$ cat config.mk
export PLATFORM = sky130hd
export DESIGN_NAME = svc_rv_mem_arb
export DESIGN_NICKNAME = d
export VERILOG_FILES = /design/src/rtl/svc_rv_mem_arb_pkg.sv /design/src/rtl/svc_rv_mem_arb_starve.sv /design/src/rtl/svc_rv_mem_arb.sv
export SDC_FILE = /design/constraint.sdc
export NUM_CORES = 1
export LEC_CHECK = 0
export CAP_MARGIN = 10
export CORE_AREA = 2 2 135 137
export CTS_BUF_LIST = sky130_fd_sc_hd__clkbuf_4
export CTS_CLUSTER_SIZE = 12
export DETAILED_ROUTE_END_ITERATION = 10
export DIE_AREA = 0 0 137 139
export MAX_ROUTING_LAYER = met4
export PLACE_DENSITY = 0.67
export SLEW_MARGIN = 5
export SYNTH_ARGS = -nofsm -noshare
export SYNTH_HDL_FRONTEND = slang
export SYNTH_SLANG_ARGS = --single-unit
$ cat constraint.sdc
create_clock -name clk -period 6.7 [get_ports clk]
set_input_delay 1.005 -clock clk [delete_from_list [all_inputs] [get_ports clk]]
set_output_delay 1.005 -clock clk [all_outputs]
set_load 0.05 [all_outputs]
$ cat src/rtl/svc_rv_mem_arb_pkg.sv
// Shared definitions for the SRAM port arbiter.
//   PORT_CPU / PORT_DBG : port identifiers carried in the read-owner register
//   rd_owner_t          : tracks which port owns the read data returning next cycle
package svc_rv_mem_arb_pkg;

    localparam logic PORT_CPU = 1'b0;
    localparam logic PORT_DBG = 1'b1;

    typedef struct packed {
        logic valid;   // a read was accepted last cycle
        logic port;    // PORT_CPU or PORT_DBG
    } rd_owner_t;

endpackage

$ cat src/rtl/svc_rv_mem_arb_starve.sv
// Saturating refusal counter for the debug/loader port.
// Counts consecutive cycles in which port 1 requests but is not granted.
// Once the count reaches STARVE_MAX, force_grant tells the arbiter to
// hand the next cycle to port 1 regardless of port 0.
//   clk, rst     : clock, asynchronous active-high reset
//   req          : port 1 is requesting (m1_valid)
//   grant        : port 1 was granted this cycle
//   force_grant  : count has reached STARVE_MAX
module svc_rv_mem_arb_starve #(
    parameter int STARVE_MAX = 4
) (
    input  logic clk,
    input  logic rst,
    input  logic req,
    input  logic grant,
    output logic force_grant
);

    localparam int CW = $clog2(STARVE_MAX + 1);
    localparam logic [CW-1:0] CNT_MAX = CW'(STARVE_MAX);

    logic [CW-1:0] starve_cnt;

    always_ff @(posedge clk or posedge rst) begin
        if (rst) begin
            starve_cnt <= '0;
        end else if (req && !grant) begin
            // Saturate; in practice a grant is forced before overflow.
            if (starve_cnt != CNT_MAX) begin
                starve_cnt <= starve_cnt + CW'(1);
            end
        end else begin
            starve_cnt <= '0;
        end
    end

    assign force_grant = (starve_cnt == CNT_MAX);

endmodule

$ cat src/rtl/svc_rv_mem_arb.sv
// Two-port arbiter in front of a single SRAM (1-cycle registered read,
// byte-strobed write). Port 0 is the CPU data path and has fixed priority;
// port 1 is the debug/loader path and is protected from starvation by a
// refusal counter that forces a grant after STARVE_MAX refused cycles.
//
// Handshake: a request transfers in the cycle where valid and ready are
// both high. A requester that sees ready low keeps valid and its payload
// (we, addr, wdata, wstrb) stable until it is accepted. Read data comes
// back exactly one cycle after acceptance with rvalid on the requesting
// port only; rvalid has no back-pressure. Writes return nothing.
//
//   clk, rst                    : clock, asynchronous active-high reset
//   mN_valid/ready/we/addr/     : request channel of port N (0=CPU, 1=debug)
//   mN_wdata/wstrb
//   mN_rvalid/rdata             : read response of port N
//   sram_rd_addr / sram_rd_data : SRAM read port (data valid the next cycle)
//   sram_wr_en/addr/data/strb   : SRAM write port
//   starved                     : one-cycle pulse after a forced port-1 grant
module svc_rv_mem_arb
    import svc_rv_mem_arb_pkg::*;
#(
    parameter int AW         = 32,
    parameter int DW         = 32,
    parameter int STARVE_MAX = 4
) (
    input  logic              clk,
    input  logic              rst,

    input  logic              m0_valid,
    output logic              m0_ready,
    input  logic              m0_we,
    input  logic [AW-1:0]     m0_addr,
    input  logic [DW-1:0]     m0_wdata,
    input  logic [DW/8-1:0]   m0_wstrb,
    output logic              m0_rvalid,
    output logic [DW-1:0]     m0_rdata,

    input  logic              m1_valid,
    output logic              m1_ready,
    input  logic              m1_we,
    input  logic [AW-1:0]     m1_addr,
    input  logic [DW-1:0]     m1_wdata,
    input  logic [DW/8-1:0]   m1_wstrb,
    output logic              m1_rvalid,
    output logic [DW-1:0]     m1_rdata,

    output logic [AW-1:0]     sram_rd_addr,
    input  logic [DW-1:0]     sram_rd_data,
    output logic              sram_wr_en,
    output logic [AW-1:0]     sram_wr_addr,
    output logic [DW-1:0]     sram_wr_data,
    output logic [DW/8-1:0]   sram_wr_strb,

    output logic              starved
);

    logic          g0;
    logic          g1;
    logic          force_grant;
    logic          rd_go;
    logic [AW-1:0] req_addr;
    logic [AW-1:0] rd_addr_q;
    rd_owner_t     rd_owner;

    svc_rv_mem_arb_starve #(
        .STARVE_MAX (STARVE_MAX)
    ) u_starve (
        .clk         (clk),
        .rst         (rst),
        .req         (m1_valid),
        .grant       (g1),
        .force_grant (force_grant)
    );

    // Grants are gated by rst so nothing is accepted (and nothing written)
    // while reset is held, even though the grant path is combinational.
    assign g1 = ~rst & m1_valid & (~m0_valid | force_grant);
    assign g0 = ~rst & m0_valid & ~g1;

    assign m0_ready = g0;
    assign m1_ready = g1;

    assign rd_go    = (g0 & ~m0_we) | (g1 & ~m1_we);
    assign req_addr = g1 ? m1_addr : m0_addr;

    // Write path: payload follows the granted port; enable only on a granted write.
    assign sram_wr_en   = (g0 & m0_we) | (g1 & m1_we);
    assign sram_wr_addr = req_addr;
    assign sram_wr_data = g1 ? m1_wdata : m0_wdata;
    assign sram_wr_strb = g1 ? m1_wstrb : m0_wstrb;

    // Read address is passed through on a granted read and otherwise held,
    // so the SRAM's registered read does not see spurious address changes.
    always_ff @(posedge clk or posedge rst) begin
        if (rst) begin
            rd_addr_q <= '0;
        end else if (rd_go) begin
            rd_addr_q <= req_addr;
        end
    end

    assign sram_rd_addr = rd_go ? req_addr : rd_addr_q;

    // Owner of the read data arriving next cycle, plus the starvation pulse.
    always_ff @(posedge clk or posedge rst) begin
        if (rst) begin
            rd_owner <= '0;
            starved  <= 1'b0;
        end else begin
            rd_owner.valid <= rd_go;
            rd_owner.port  <= g1 ? PORT_DBG : PORT_CPU;
            // A port-1 grant while port 0 also requests can only be forced.
            starved        <= g1 & m0_valid;
        end
    end

    assign m0_rvalid = rd_owner.valid & (rd_owner.port == PORT_CPU);
    assign m1_rvalid = rd_owner.valid & (rd_owner.port == PORT_DBG);
    assign m0_rdata  = sram_rd_data;
    assign m1_rdata  = sram_rd_data;

endmodule

======== Yosys cells after proc, flatten, opt, wreduce, memory -nomap -nowiden ========
Index checks and enable logic that the tools add are counted.
storage, ports and cells
  register bits after elaboration ......... 38
  bits of input ports ..................... 174
  word-level logic and storage cells ...... 38
operators by class
  add/subtract/negate cells ............... 1
  equal/unequal tests ..................... 3
  mux-type cells .......................... 7
  bitwise gates (word level) .............. 20
  reduce and logical (&&, ||, !) cells .... 2
operator list
  cell                 number
  $mux 32              3
  $and 1x1->1          11
  $mux 3               2
  $not 1->1            6
  $mux 4               1
  $add 3x1->3 const B  1
  $eq 3x3->1 const B   1
  $ne 3x3->1 const B   1
  $or 1x1->1           3
  $ne 2x2->1 const B   1
  $logic_and 1x1->1    1
  $logic_not 1->1      1
  $mux 1               1

======== Logic depth before layout (Yosys ltp) ========
Gate-level depths: netlist of run 1.
  word-level depth ........................ 8
  gate-level depth with buffers ........... 7

======== By module ========
A second synthesis of run 1 with hierarchy kept.
second synthesis, totals
  cell total of the unflattened synthesis .. 319
  area, all modules ....................... 3080.5 um^2
modules (own cells, without submodules)
  module                 instances  cells each  area each (um^2)  sequential area each (um^2)
  svc_rv_mem_arb         1          300         2894.0            875.8
  svc_rv_mem_arb_starve  1          19          186.4             75.1

======== Least setup slack after synthesis of run 1 ========
No wires, ideal clock.
  kind .................................... input-to-output
  start ................................... in m1_valid
  end ..................................... out sram_wr_en
  arrival time ............................ 3.267 ns
  data required time ...................... 5.695 ns
  setup slack ............................. 2.428 ns
  stages on the path ...................... 5
  path buffers ............................ 2
  cell sequence ........................... and3_1 buf_2 clkbuf_1 nor3b_1 a22o_1
on the way
  cells in the longest elaborated chain, start to end .. 6
RTL lines
  element                   RTL line              source
  start: declaration        svc_rv_mem_arb.sv:38  input logic m1_valid,
  $and 1x1->1 (2 in a row)  svc_rv_mem_arb.sv:77  assign g1 = ~rst & m1_valid & (~m0_valid | force_grant);
  $not 1->1                 svc_rv_mem_arb.sv:78  assign g0 = ~rst & m0_valid & ~g1;
  $and 1x1->1               svc_rv_mem_arb.sv:78
  net m0_ready              svc_rv_mem_arb.sv:30  output logic m0_ready,
  $and 1x1->1               svc_rv_mem_arb.sv:87  assign sram_wr_en = (g0 & m0_we) | (g1 & m1_we);
  $or 1x1->1                svc_rv_mem_arb.sv:87
  end: declaration          svc_rv_mem_arb.sv:49  output logic sram_wr_en,
The timed path passes the listed nets, and every way through them passes these cells.

======== Worst setup path after layout of run 1 ========
  start ................................... in m0_valid
  end ..................................... out sram_rd_addr[16]
on the way
  cells in the longest elaborated chain, start to end .. 8
RTL lines
  element             RTL line              source
  start: declaration  svc_rv_mem_arb.sv:29  input logic m0_valid,
  $not 1->1           svc_rv_mem_arb.sv:77
  $or 1x1->1          svc_rv_mem_arb.sv:77
  $and 1x1->1         svc_rv_mem_arb.sv:77
  $not 1->1           svc_rv_mem_arb.sv:78
  $and 1x1->1         svc_rv_mem_arb.sv:78
  $and 1x1->1         svc_rv_mem_arb.sv:83  assign rd_go = (g0 & ~m0_we) | (g1 & ~m1_we);
  $or 1x1->1          svc_rv_mem_arb.sv:83
  $mux 32 *           --
  end: declaration    svc_rv_mem_arb.sv:47  output logic [AW-1:0] sram_rd_addr,
Mark *: on every way between the ends. The rest lies on a longest branch, timed or not.

==> results.sh, run 1 <==
export IMPL_grt_pass1_vias=3177
export IMPL_die_w_um=137
export IMPL_synth_area_um2=3360
export IMPL_synthDominantCellAreaShare_pct=28.3
export IMPL_ys_types=26
export IMPL_synthArstFlopShare_pct=100
export IMPL_rows=49
export IMPL_layout_min_cycle_time_ns=5.10
export IMPL_required_ns=5.69
export IMPL_cts_root_buf="clkbuf_4"
export IMPL_die_area_um2=19000
export IMPL_ys_seq_elements=38
export IMPL_setup_viol=0
export IMPL_synth_seq_area_share_pct=28.3
export IMPL_cts_htree_levels=2
export IMPL_placed_cells=677
export IMPL_post_cts_buffers=0
export IMPL_vias=2840
export IMPL_fmaxAchievable_mhz=196
export IMPL_dp_final_hpwl_um=9120
export IMPL_place_congestion=0.747
export IMPL_synth_nets=457
export IMPL_grt_max_degree=50
export IMPL_power_switching_w=0.000464
export IMPL_path_clk_slew_ns=0.11
export IMPL_p_leak_nw=2.12
export IMPL_insertion_delay_ns=0.36
export IMPL_nNetsFinal=631
export IMPL_syn_avg_cell_area_um2=11.9
export IMPL_slew_headroom_pct=37.7
export IMPL_netlist_instances=281
export IMPL_die_y_um=139
export IMPL_slew_violations=0
export IMPL_ctsHoldBuffers=0
export IMPL_reg2reg_slack_ns=4.53
export IMPL_seq_power_share_pct=26.8
export IMPL_hold_violations=0
export IMPL_cp_arrival_ns=4.09
export IMPL_cts_tree="built"
export IMPL_clockBufferDepth=2
export IMPL_timing_final_crit_share_pct=76.1
export IMPL_ios=344
export IMPL_instances_no_fill=685
export IMPL_drt_iter0_drc=79
export IMPL_peakVddDrop_mv=0.0806
export IMPL_grt_overflow=0
export IMPL_status="complete, no violations"
export IMPL_antenna_found_initial=0
export IMPL_viasPerCell=4.15
export IMPL_worstSetupPathType="primary input to output port"
export IMPL_clock_skew_ns=0.0151
export IMPL_sw_frac_of_total_pct=43.8
export IMPL_worst_path_max_fanout=33
export IMPL_io_buffer_count=247
export IMPL_endpoint_kind="output port"
export IMPL_synth_main_ff_cell="dfrtp_1"
export IMPL_combPwrFrac_pct=61.2
export IMPL_critPathLaunchType="primary input"
export IMPL_wl_per_cell_um=17.4
export IMPL_first_pass_iters=4
export IMPL_cts_resized=0
export IMPL_clock_sinks=38
export IMPL_clock_power_share_pct=12.0
export IMPL_grt_pass1_wl_um=17800
export IMPL_place_ws_ns=1.58
export IMPL_route_detailed_drc=0
export IMPL_tightestPinTransition_ns=0.933
export IMPL_drive_gt1_share_pct=26.2
export IMPL_yosys_top_cells_area="dfrtp_1 28%, mux2_4 24%, buf_4 14%, o221a_2 11%, or3_1 6.0%"
export IMPL_pwr_density_cell_nw_per_um2=191
export IMPL_finalSetupTns_ns=0
export IMPL_rsz0062_at_grt="false"
export IMPL_ys_warn_count=0
export IMPL_synth_area_leader_cell="dfrtp_1"
export IMPL_start_util_pct=19.0
export IMPL_postRouteAntennaNets=0
export IMPL_synth_edf_count=0
export IMPL_final_util_pct=31.4
export IMPL_syn2layout_area_growth_pct=65.3
export IMPL_cap_violations=0
export IMPL_grtUsageTotal_pct=12.4
export IMPL_routed_wl_um=12000
export IMPL_core_area_um2=17700
export IMPL_intPower_w=0.000594
export IMPL_hold_class="register to register"
export IMPL_cts_inserted_buffers=5
export IMPL_setup_ws_ns=1.60
worst paths after layout:
path,start,to,depth (start not counted)
setup / recovery,m0_valid,sram_rd_addr[16],5
hold reg to reg,rd_addr_q[1],rd_addr_q[1],1
min in group asynchronous,rst,u_starve.starve_cnt[1],3
max in group asynchronous,rst,rd_addr_q[13],3
setup reg to reg,u_starve.starve_cnt[0],rd_addr_q[15],5
hold / removal,rd_addr_q[1],rd_addr_q[1],1
routing by layer:
layer / routed length [um] / vias up / global-route usage (%) / part of all wire, %
met5: 0 / - / - / 0
met4: 267 / 0 / 3.91 / 2.2
met3: 881 / 39 / 3.44 / 7.4
met2: 5850 / 126 / 20.6 / 49
met1: 4950 / 1348 / 14.4 / 41
li1: - / 1327 / - / -
Yosys cell counts, drive strengths merged (2+ instances only):
cell type  number
and2            2
and3            2
buf            79
clkbuf          6
dfrtp          38
ha              2
inv             3
mux2           68
nand2           3
nor2            2
nor3b           4
o221a          32
or3            32
cells by family after synthesis:
logic type	count (synthesis)	synth area share (%)
XOR/XNOR	1	0.261
adder cells (fa/ha/maj)	2	0.745
flip-flops	38	28.3
multiplexers	69	29.1
AO/OA/AOI/OAI	35	12.1
AND/OR/NAND/NOR	48	9.43
buffers and inverters	88	20.0
final cells by class:
type                       count  area, um2
sequential                    38        951
fill                        1767      12100
clock buffer                   7       52.6
antenna                        1       2.50
timing repair buffer         252       2510
inverter                       3       11.3
tap                          229        287
multi-input combinational    155       1740
worst max-delay path: stages:
cell	delay, ns
clkdlybuf4s50_1	0.53
or3b_4	0.56
o2bb2ai_4	0.79
o221a_2	0.37
clkdlybuf4s50_1	0.83
power groups by stage:
stage / Combinational (W) / Clock [W] / Sequential (W)
floorplan: 0.000511 / 0 / 0.000284
finish: 0.000647 / 0.000127 / 0.000284
CTS: 0.000652 / 0.000141 / 0.000284
global route: 0.000674 / 0.000148 / 0.000288
global placement: 0.000643 / 0 / 0.000287
detailed placement: 0.000648 / 0 / 0.000289
stage by stage:
| step | cell area [um2] | total power (W) | hold slack [ns] |
|---|---|---|---|
| 2_1_floorplan | 3360 | 0.000795 | 0.556 |
| 3_3_place_gp | 5490 | 0.000930 | 0.530 |
| 3_5_place_dp | 5490 | 0.000937 | 0.528 |
| 4_1_cts | 5550 | 0.00108 | 0.557 |
| 5_1_grt | 5550 | 0.00111 | 0.572 |
| 6_report | 5550 | 0.00106 | 0.550 |
registers in the layout (all words and copies together) (netlist names):
register and cells:
rd_addr_q 32, u_starve.starve_cnt 3, rd_owner 2, starved 1
placed cells by master, fill, tap and decap left out, types with 2 or more instances in the layout:
cell,count
and2_1,2
buf_4,5
clkbuf_4,7
clkdlybuf4s50_1,247
dfrtp_1,38
ha_1,2
inv_1,2
mux2_2,14
mux2_4,54
nand2_1,3
nor2_1,2
nor3b_1,3
o221a_2,32
or3_1,32
(Power assumes the default switching activity.)
==> inputs of run 2 (changes only) <==
--- a/config.mk
+++ b/config.mk
@@ -6,13 +6,13 @@
 export NUM_CORES = 1
 export LEC_CHECK = 0
 export CAP_MARGIN = 10
-export CORE_AREA = 2 2 135 137
+export CORE_AREA = 2 2 133 135
 export CTS_BUF_LIST = sky130_fd_sc_hd__clkbuf_4
 export CTS_CLUSTER_SIZE = 12
 export DETAILED_ROUTE_END_ITERATION = 10
-export DIE_AREA = 0 0 137 139
+export DIE_AREA = 0 0 135 137
 export MAX_ROUTING_LAYER = met4
-export PLACE_DENSITY = 0.67
+export PLACE_DENSITY = 0.71
 export SLEW_MARGIN = 5
 export SYNTH_ARGS = -nofsm -noshare
 export SYNTH_HDL_FRONTEND = slang
==> constraint.sdc (replaced) <==
create_clock -name clk -period 4.55 [get_ports clk]
set_input_delay 0.6825 -clock clk [delete_from_list [all_inputs] [get_ports clk]]
set_output_delay 0.6825 -clock clk [all_outputs]
set_load 0.05 [all_outputs]
==> run 2 against run 1 <==
Compared with the run above: clock-buffer cell count is 1 lower; global-route usage is 0.35 points higher; register-to-register slack worse by 2.4 ns; first-iteration DRC count is 23% higher; wire length is 2.7% higher; cell count is 0.58% lower; total power is 56% higher; largest cell class unchanged; largest power group unchanged.
==> results.sh, run 2 (synthesized netlist as in run 1, its figures left out) <==
export IMPL_cts_root_buf="clkbuf_4"
export IMPL_finalSetupTns_ns=0
export IMPL_cap_violations=0
export IMPL_wl_per_cell_um=18.0
export IMPL_viasPerCell=4.26
export IMPL_clock_sinks=38
export IMPL_io_buffer_count=247
export IMPL_largest_reg_flops=32
export IMPL_crit_chain="clkdlybuf4s50_1 -> and3_1 -> buf_8 -> o2bb2ai_4 -> buf_4 -> o221a_2 -> buf_4"
export IMPL_path_clk_slew_ns=0.11
export IMPL_dp_final_hpwl_um=9670
export IMPL_hold_violations=0
export IMPL_routed_wl_um=12300
export IMPL_route_detailed_drc=0
export IMPL_endpoint_kind="output port"
export IMPL_worst_hold_slack_ns=0.558
export IMPL_cp_arrival_ns=3.05
export IMPL_layout_commonest_cell="clkdlybuf4s50_1"
export IMPL_nNetsFinal=631
export IMPL_top_register="rd_addr_q"
export IMPL_die_y_um=137
export IMPL_fmaxAchievable_mhz=268
export IMPL_cts_inserted_buffers=5
export IMPL_drt_iter0_drc=97
export IMPL_crit_top_cell="buf_4"
export IMPL_crit_slowest_cell="clkdlybuf4s50_1"
export IMPL_worstSetupPathType="primary input to output port"
export IMPL_clockBufferDepth=2
export IMPL_post_cts_buffers=0
export IMPL_pwr_density_cell_nw_per_um2=271
export IMPL_cts_tree="built"
export IMPL_timing_final_crit_share_pct=82.1
export IMPL_critPathLaunchType="primary input"
export IMPL_place_congestion=0.750
export IMPL_syn2layout_area_growth_pct=81.6
export IMPL_grt_pass1_vias=3187
export IMPL_insertion_delay_ns=0.35
export IMPL_critical_path_max_stage_delay_ns=0.48
export IMPL_vias=2903
export IMPL_core_area_um2=17100
export IMPL_worst_path_max_fanout=19
export IMPL_first_pass_iters=4
export IMPL_rsz0062_at_grt="false"
export IMPL_drive_gt1_share_pct=48.5
export IMPL_slew_violations=0
export IMPL_p_leak_nw=2.50
export IMPL_slew_headroom_pct=53.7
export IMPL_placed_cells=672
export IMPL_most_common_layout_cells="145 x clkdlybuf4s50_1, 64 x buf_12, 54 x mux2_4"
export IMPL_reg_top3="rd_addr_q (32), u_starve.starve_cnt (3), rd_owner (2)"
export IMPL_layout_min_cycle_time_ns=3.73
export IMPL_grt_overflow=0
export IMPL_setup_viol=0
export IMPL_instances_no_fill=681
export IMPL_required_ns=3.87
export IMPL_cts_htree_levels=2
export IMPL_die_area_um2=18500
export IMPL_status="complete, no violations"
export IMPL_hold_class="register to register"
export IMPL_postRouteAntennaNets=0
export IMPL_rows=48
export IMPL_ctsHoldBuffers=0
export IMPL_peakVddDrop_mv=0.176
export IMPL_start_util_pct=19.7
export IMPL_grt_pass1_wl_um=17700
export IMPL_clock_skew_ns=0.0103
export IMPL_grtUsageTotal_pct=12.8
export IMPL_die_w_um=135
export IMPL_n_antenna_cell=0
export IMPL_tightestPinTransition_ns=0.695
export IMPL_antenna_found_initial=0
export IMPL_ios=344
export IMPL_grt_max_degree=76
export IMPL_cts_resized=0
run 2: where the power goes:
group / switching, W / internal (W) / leakage, nW / total (W)
Combinational: 0.000573 / 0.000476 / 2.04 / 0.00105
Clock: 0.000121 / 0.0000642 / 0.0331 / 0.000186
Sequential: 0.0000219 / 0.000397 / 0.431 / 0.000419
run 2: worst max-delay path, delay by kind of cell:
| family | cells | cell delay, ns |
|---|---|---|
| buf+inv | 4 | 1.30 |
| compound gates | 2 | 0.62 |
| simple gates | 1 | 0.43 |
run 2: cell type report:
| cell class | instances | area [um2] |
|---|---|---|
| Inverter | 3 | 11.3 |
| Clock inverter | 2 | 8.76 |
| Timing Repair Buffer | 252 | 3060 |
| Multi-Input combinational cell | 155 | 1740 |
| Sequential cell | 38 | 951 |
| Clock buffer | 6 | 45.0 |
| Fill cell | 1658 | 11000 |
| Tap cell | 225 | 282 |
run 2: worst paths after layout:
path	start	cells past startpoint	to	slack [ns]
max in group asynchronous	rst	3	rd_addr_q[10]	3.29
min reg2reg	rd_addr_q[0]	1	rd_addr_q[0]	0.56
max	m1_valid	7	sram_rd_addr[16]	0.82
min	rd_addr_q[0]	1	rd_addr_q[0]	0.56
min in group asynchronous	rst	3	rd_addr_q[27]	0.89
max reg2reg	u_starve.starve_cnt[0]	7	rd_addr_q[30]	2.12
run 2: stage by stage:
| step | setup slack (ns) | util [%] | power, W | cell area (um2) |
|---|---|---|---|---|
| 3_3_place_gp | 0.549 | 35.3 | 0.00146 | 6030 |
| 5_1_grt | 0.667 | 35.7 | 0.00172 | 6100 |
| 3_5_place_dp | 0.376 | 35.3 | 0.00148 | 6030 |
| 2_1_floorplan | 0.923 | - | 0.00117 | 3360 |
| 6_report | 0.815 | 35.7 | 0.00165 | 6100 |
| 4_1_cts | 0.387 | 35.7 | 0.00168 | 6080 |
run 2: metal layers:
layer / GRT usage [%] / wire [um]
met1: 14.2 / 4700
met2: 22.9 / 6460
met3: 2.52 / 872
met4: 4.22 / 244
met5: - / 0
